--- config.mk ---
export PLATFORM = sky130hd
export DESIGN_NAME = alu_instr_decoder_flat
export DESIGN_NICKNAME = d
export VERILOG_FILES = /design/src/rtl/alu_instr_decoder_if.sv /design/src/rtl/alu_instr_decoder.sv /design/src/flat_wrapper.sv
export SDC_FILE = /design/constraint.sdc
export NUM_CORES = 1
export LEC_CHECK = 0
export BUFFER_PORTS_ARGS = -buffer_cell sky130_fd_sc_hd__buf_2
export CORE_MARGIN = 2
export CORE_UTILIZATION = 49
export DETAILED_ROUTE_END_ITERATION = 10
export PLACE_DENSITY = 0.8
export RECOVER_POWER = 25
export SYNTH_ARGS = -nofsm -noshare
export SYNTH_HDL_FRONTEND = slang
export SYNTH_SLANG_ARGS = --single-unit
--- constraint.sdc ---
create_clock -name clk -period 2.3 [get_ports clk]
set_input_delay 0.23 -clock clk [delete_from_list [all_inputs] [get_ports clk]]
set_output_delay 0.23 -clock clk [all_outputs]
set_load 0.01 [all_outputs]
--- src/rtl/alu_instr_decoder_if.sv ---
// alu_instr_decoder_if: upstream instruction and downstream decoded-field handshakes
interface alu_instr_decoder_if #(parameter int CNT_W = 8);
  logic             instr_valid;
  logic             instr_ready;
  logic [31:0]      instr;
  logic             dec_valid;
  logic             dec_ready;
  logic [4:0]       RS1;
  logic [4:0]       RS2;
  logic [4:0]       RD;
  logic [2:0]       Funct3;
  logic [6:0]       Funct7;
  logic [11:0]      imm;
  logic             is_imm;
  logic [CNT_W-1:0] illegal_cnt;
  modport slave (
    input  instr_valid, instr, dec_ready,
    output instr_ready, dec_valid, RS1, RS2, RD, Funct3, Funct7, imm, is_imm, illegal_cnt
  );
  modport master (
    output instr_valid, instr, dec_ready,
    input  instr_ready, dec_valid, RS1, RS2, RD, Funct3, Funct7, imm, is_imm, illegal_cnt
  );
endinterface

--- src/rtl/alu_instr_decoder.sv ---
// alu_instr_decoder: decodes RV32I OP/OP-IMM words into a FIFO of ALU fields, counting illegal words
module alu_instr_decoder #(
  parameter int DEPTH = 2,
  parameter int CNT_W = 8
) (
  input logic                clk,
  input logic                rst,
  alu_instr_decoder_if.slave bus
);
  localparam int AW = $clog2(DEPTH);
  localparam logic [AW:0] FULL = (AW+1)'(DEPTH);
  typedef struct packed {
    logic [4:0]  rs1;
    logic [4:0]  rs2;
    logic [4:0]  rd;
    logic [2:0]  f3;
    logic [6:0]  f7;
    logic [11:0] imm;
    logic        is_imm;
  } entry_t;
  entry_t           mem_q [DEPTH];
  entry_t           mem_d [DEPTH];
  entry_t           ent;
  entry_t           head;
  logic [AW:0]      wr_q, wr_d, rd_q, rd_d, count;
  logic [CNT_W-1:0] cnt_q, cnt_d;
  logic [6:0]       op, f7;
  logic [2:0]       f3;
  logic             is_r, is_i, legal, accept, push, pop;
  // decode the incoming word and check legality; shifts keep funct7, other OP-IMM zero it
  always_comb begin
    op = bus.instr[6:0];
    f3 = bus.instr[14:12];
    f7 = bus.instr[31:25];
    is_r = op == 7'b0110011 && (f7 == 7'h00 || (f7 == 7'h20 && (f3 == 3'b000 || f3 == 3'b101)));
    is_i = op == 7'b0010011 && (f3 == 3'b001 ? f7 == 7'h00 :
                                f3 == 3'b101 ? (f7 == 7'h00 || f7 == 7'h20) : 1'b1);
    legal = is_r | is_i;
    ent = '0;
    ent.rs1 = bus.instr[19:15];
    ent.rs2 = is_i ? 5'd0 : bus.instr[24:20];
    ent.rd = bus.instr[11:7];
    ent.f3 = f3;
    ent.f7 = (is_i && f3 != 3'b001 && f3 != 3'b101) ? 7'd0 : f7;
    ent.imm = is_i ? bus.instr[31:20] : 12'd0;
    ent.is_imm = is_i;
  end
  // handshakes, FIFO pointer/storage next state and saturating illegal counter
  always_comb begin
    count = wr_q - rd_q;
    bus.instr_ready = rst & (count < FULL);
    bus.dec_valid = count != '0;
    accept = bus.instr_valid & bus.instr_ready;
    push = accept & legal;
    pop = bus.dec_valid & bus.dec_ready;
    wr_d = wr_q + (AW+1)'(push);
    rd_d = rd_q + (AW+1)'(pop);
    mem_d = mem_q;
    if (push) mem_d[wr_q[AW-1:0]] = ent;
    cnt_d = (accept & ~legal & ~&cnt_q) ? cnt_q + 1'b1 : cnt_q;
    head = mem_q[rd_q[AW-1:0]];
  end
  assign bus.RS1 = head.rs1;
  assign bus.RS2 = head.rs2;
  assign bus.RD = head.rd;
  assign bus.Funct3 = head.f3;
  assign bus.Funct7 = head.f7;
  assign bus.imm = head.imm;
  assign bus.is_imm = head.is_imm;
  assign bus.illegal_cnt = cnt_q;
  // state registers; async reset discards all queued entries and the counter
  always_ff @(posedge clk or negedge rst) begin
    if (!rst) begin
      wr_q <= '0;
      rd_q <= '0;
      cnt_q <= '0;
      mem_q <= '{default: '0};
    end else begin
      wr_q <= wr_d;
      rd_q <= rd_d;
      cnt_q <= cnt_d;
      mem_q <= mem_d;
    end
  end
endmodule

--- src/flat_wrapper.sv ---
// flat-port wrapper written by rule: the top's interface ports become plain ports
module alu_instr_decoder_flat 
#(
  parameter int DEPTH = 2,
  parameter int CNT_W = 8
)
  (clk, rst, bus_instr_valid, bus_instr, bus_dec_ready, bus_instr_ready, bus_dec_valid, bus_RS1, bus_RS2, bus_RD, bus_Funct3, bus_Funct7, bus_imm, bus_is_imm, bus_illegal_cnt);
  alu_instr_decoder_if #(.CNT_W(CNT_W)) bus_i ();
  input logic clk;
  input logic rst;
  input wire logic [$bits(bus_i.instr_valid)-1:0] bus_instr_valid;
  input wire logic [$bits(bus_i.instr)-1:0] bus_instr;
  input wire logic [$bits(bus_i.dec_ready)-1:0] bus_dec_ready;
  output wire logic [$bits(bus_i.instr_ready)-1:0] bus_instr_ready;
  output wire logic [$bits(bus_i.dec_valid)-1:0] bus_dec_valid;
  output wire logic [$bits(bus_i.RS1)-1:0] bus_RS1;
  output wire logic [$bits(bus_i.RS2)-1:0] bus_RS2;
  output wire logic [$bits(bus_i.RD)-1:0] bus_RD;
  output wire logic [$bits(bus_i.Funct3)-1:0] bus_Funct3;
  output wire logic [$bits(bus_i.Funct7)-1:0] bus_Funct7;
  output wire logic [$bits(bus_i.imm)-1:0] bus_imm;
  output wire logic [$bits(bus_i.is_imm)-1:0] bus_is_imm;
  output wire logic [$bits(bus_i.illegal_cnt)-1:0] bus_illegal_cnt;
  assign bus_i.instr_valid = bus_instr_valid;
  assign bus_i.instr = bus_instr;
  assign bus_i.dec_ready = bus_dec_ready;
  assign bus_instr_ready = bus_i.instr_ready;
  assign bus_dec_valid = bus_i.dec_valid;
  assign bus_RS1 = bus_i.RS1;
  assign bus_RS2 = bus_i.RS2;
  assign bus_RD = bus_i.RD;
  assign bus_Funct3 = bus_i.Funct3;
  assign bus_Funct7 = bus_i.Funct7;
  assign bus_imm = bus_i.imm;
  assign bus_is_imm = bus_i.is_imm;
  assign bus_illegal_cnt = bus_i.illegal_cnt;
  alu_instr_decoder #(.DEPTH(DEPTH), .CNT_W(CNT_W)) u_core (.clk(clk), .rst(rst), .bus(bus_i));
endmodule
==> results.txt <==
full die area -> 0.008966 mm^2
H-tree depth -> 3
largest net degree at the start of global routing -> 64
Yosys Warn Count -> 0
main combinational cell family by area after synthesis -> multiplexers
clk_skew -> 0.01362 ns
Slew Limit Fails -> 0
PD cells -> 833.8 mW/mm^2
Slew @ Worst Pin -> 0.6818 ns
area delta synth->final -> 21.33%
leakage -> 2.497 nW
vias per cell -> 5.297
Async SR Flop Fraction -> 100.0%
Post-Synth Simple-Gate Area -> 11.92%
fin crit period -> 2.163 ns
routed len/inst -> 14.82 um
Die Wd -> 94.69 um
post-CTS setup buffer count -> 0
Crit. End Element -> register
RSZ-0062 raised after global routing -> no
Compound-Gate Fraction of Synth Area -> 10.09%
mux share of post-synthesis cell area -> 12.01%
TritonCTS Buffers -> 9
Via Count -> 3120
layout cell share with drive strength beyond 1 -> 31.82%
antenna violations before repair -> 0
Post-synth EDFFs -> 0
XOR/XNOR share of the synthesized area -> 2.732%
Core ar. -> 0.008093 mm^2
Critical Path Start Type -> register
Die Height -> 94.69 um
vias in the first global route -> 3136
Most used DFF post-synth -> dfrtp_1
Fin Setup TNS -> 0 ns
slew margin rel. -> 54.55%
clk slew on worst S/H paths -> 0.10 ns
Site Rows -> 33
CTS sink count -> 88
GRT overflow -> 0
ant diodes -> 0
Initial Util -> 49.80%
Max Buffers Root-to-Sink -> 2
adder-cell share of the synthesized area -> 1.552%
slowest CP cell -> dfrtp_1
Final setup viols -> 0
first-pass GRT wire length -> 14700 um
Final Hold Vio Count -> 0
fin nets -> 520
dpl cell area -> 0.004643 mm^2
I/O Buffers -> 83
CTS tree -> yes
Top-Level Pins -> 84
CP Class -> register to register
fillcell total -> 705
Highest Clock Rate -> 462.3 MHz
Mapped Avg Cell Area -> 10.15 um^2
DRT iter0 DRCs -> 151
crit path DAT -> 2.40 ns
HP Class -> primary input to register
Max IR drop VDD -> 0.3433 mV
Post-DRT Antenna Nets -> 0
gpl congestion -> 0.8190
most common cell after layout, fill and taps aside -> dfrtp_1
Data required, critical path -> 2.53 ns
DP Wirelength -> 5951 um
First-pass DRT Iterations -> 4
total routed wirelength -> 8730 um
post-route cell area -> 0.004890 mm^2
post-synthesis cell area -> 0.004030 mm^2
worst-path maximum fanout -> 8
FF+latch count, synth -> 88
Total Power -> 4.077 mW
most frequent cells in the layout -> dfrtp_1, buf_2, o21ai_0
CTS Root Cell -> clkbuf_8
Max stage delay on crit path -> 0.36 ns
status -> finished clean
Total GRT Usage -> 21.15%
sequential share of the synthesized area -> 54.64%
crit share post-route -> 94.06%
Clock Latency Late Sink -> 0.36 ns
Max-Cap Viols -> 0
Gate Count Post-Synth -> 397
Synth cell types -> 28
syn_nets -> 438
DR DRC count -> 0
critical path, cell by cell -> inv_1 -> ha_1 -> xnor3_1 -> nand3_2 -> a41o_1 -> a211oi_4 -> mux2_1
## cell type report
type,instances,area [um^2],area share (%)
Sequential cell,88,2203,45.06
Multi-Input combinational cell,234,1583,32.37
Timing Repair Buffer,96,556.8,11.39
Inverter,50,187.7,3.838
Clock buffer,10,137.6,2.815
Tap cell,105,131.4,2.687
Clock inverter,6,90.09,1.842
## state kept, by name (all words and copies together), names as in the netlist
register                flops
u_core.mem_q               76
u_core.rd_q                 2
u_core.wr_q                 2
u_core.bus.illegal_cnt      8
## metal layers
metal / track usage (%) / vias up / share of wire (%)
met4: 7.126 / 0 / 1.7
met2: 34.04 / 85 / 49
met1: 28.10 / 1534 / 45
met3: 5.188 / 12 / 4.7
li1: - / 1489 / -
met5: 0 / - / 0
## metrics by stage
step                      std cells  hold WS (ns)  worst slack (ns)  util (%)
final                           589        0.1142            0.1367     60.42
after detailed placement        572        0.3384           0.06407     57.37
after floorplan                 397      -0.06559          0.002647         -
after global placement          572        0.3404            0.1841     57.37
after CTS                       589        0.1045           0.05524     60.31
after global routing            589       0.09559           0.02051     60.42
## worst max-delay path, delay by kind of cell, from the launching register on
kind	cells	cell delay, ns
AOI/OAI and AO/OA	2	0.60
adders and majority gates	1	0.19
muxes	1	0.36
and+or+nand+nor	1	0.12
buffers and inverters	1	0.07
xor gates and xnor gates	1	0.35
DFF	1	0.36
## synth_stat cells, types with 3 or more instances
library cell   n  area [um^2]
dfrtp_1       88         2202
o21ai_0       67        335.3
nand3_1       52        260.3
inv_1         50        187.7
mux2_2        42        473.0
nand2_1       28        105.1
clkbuf_1      18        67.56
o21ai_1        6        30.03
xnor2_1        6        52.55
buf_1          5        18.77
ha_1           5        62.56
nor2_1         4        15.01
xor2_1         4        35.03
and2_1         3        18.77
nand4_1        3        18.77
## kinds of logic (layout without fill, tap and decap cells)
kind of cell	after synthesis	count (layout)
xor+xnor	11	11
flops	88	88
compound gates	77	77
buf+inv	75	162
fa+ha+maj	5	5
mux	43	43
simple gates	98	98
## path summary, 6_finish.rpt
check,startpoint,end,slack [ns],cells after the start
setup / recovery,u_core.wr_q[0]$_DFF_PN0_,u_core.bus.illegal_cnt[1]$_DFFE_PN0P_,0.14,7
hold / removal,bus_instr[17],u_core.mem_q[73]$_DFFE_PN0P_,0.11,2
setup reg to reg,u_core.wr_q[0]$_DFF_PN0_,u_core.bus.illegal_cnt[1]$_DFFE_PN0P_,0.14,7
hold reg to reg,u_core.wr_q[1]$_DFF_PN0_,u_core.wr_q[1]$_DFF_PN0_,0.47,1
max in group asynchronous,rst,u_core.mem_q[8]$_DFFE_PN0P_,0.59,4
min in group asynchronous,rst,u_core.mem_q[9]$_DFFE_PN0P_,0.60,3
## where the power goes
part,total (mW),internal [mW],switching (mW),leakage (nW)
combinational,1.12,0.442,0.682,1.42
clock,1.20,0.647,0.556,0.113
sequential,1.75,1.66,0.0930,0.966
total,4.08,2.75,1.33,2.50
## timing repair
item | CTS | global route
hold buffers | 1 | 0
setup endpoints to repair | 0 | 24
gates resized for setup | 0 | 5
hold endpoints to repair | 38 | 0
Power figures use the tool's default switching activity.
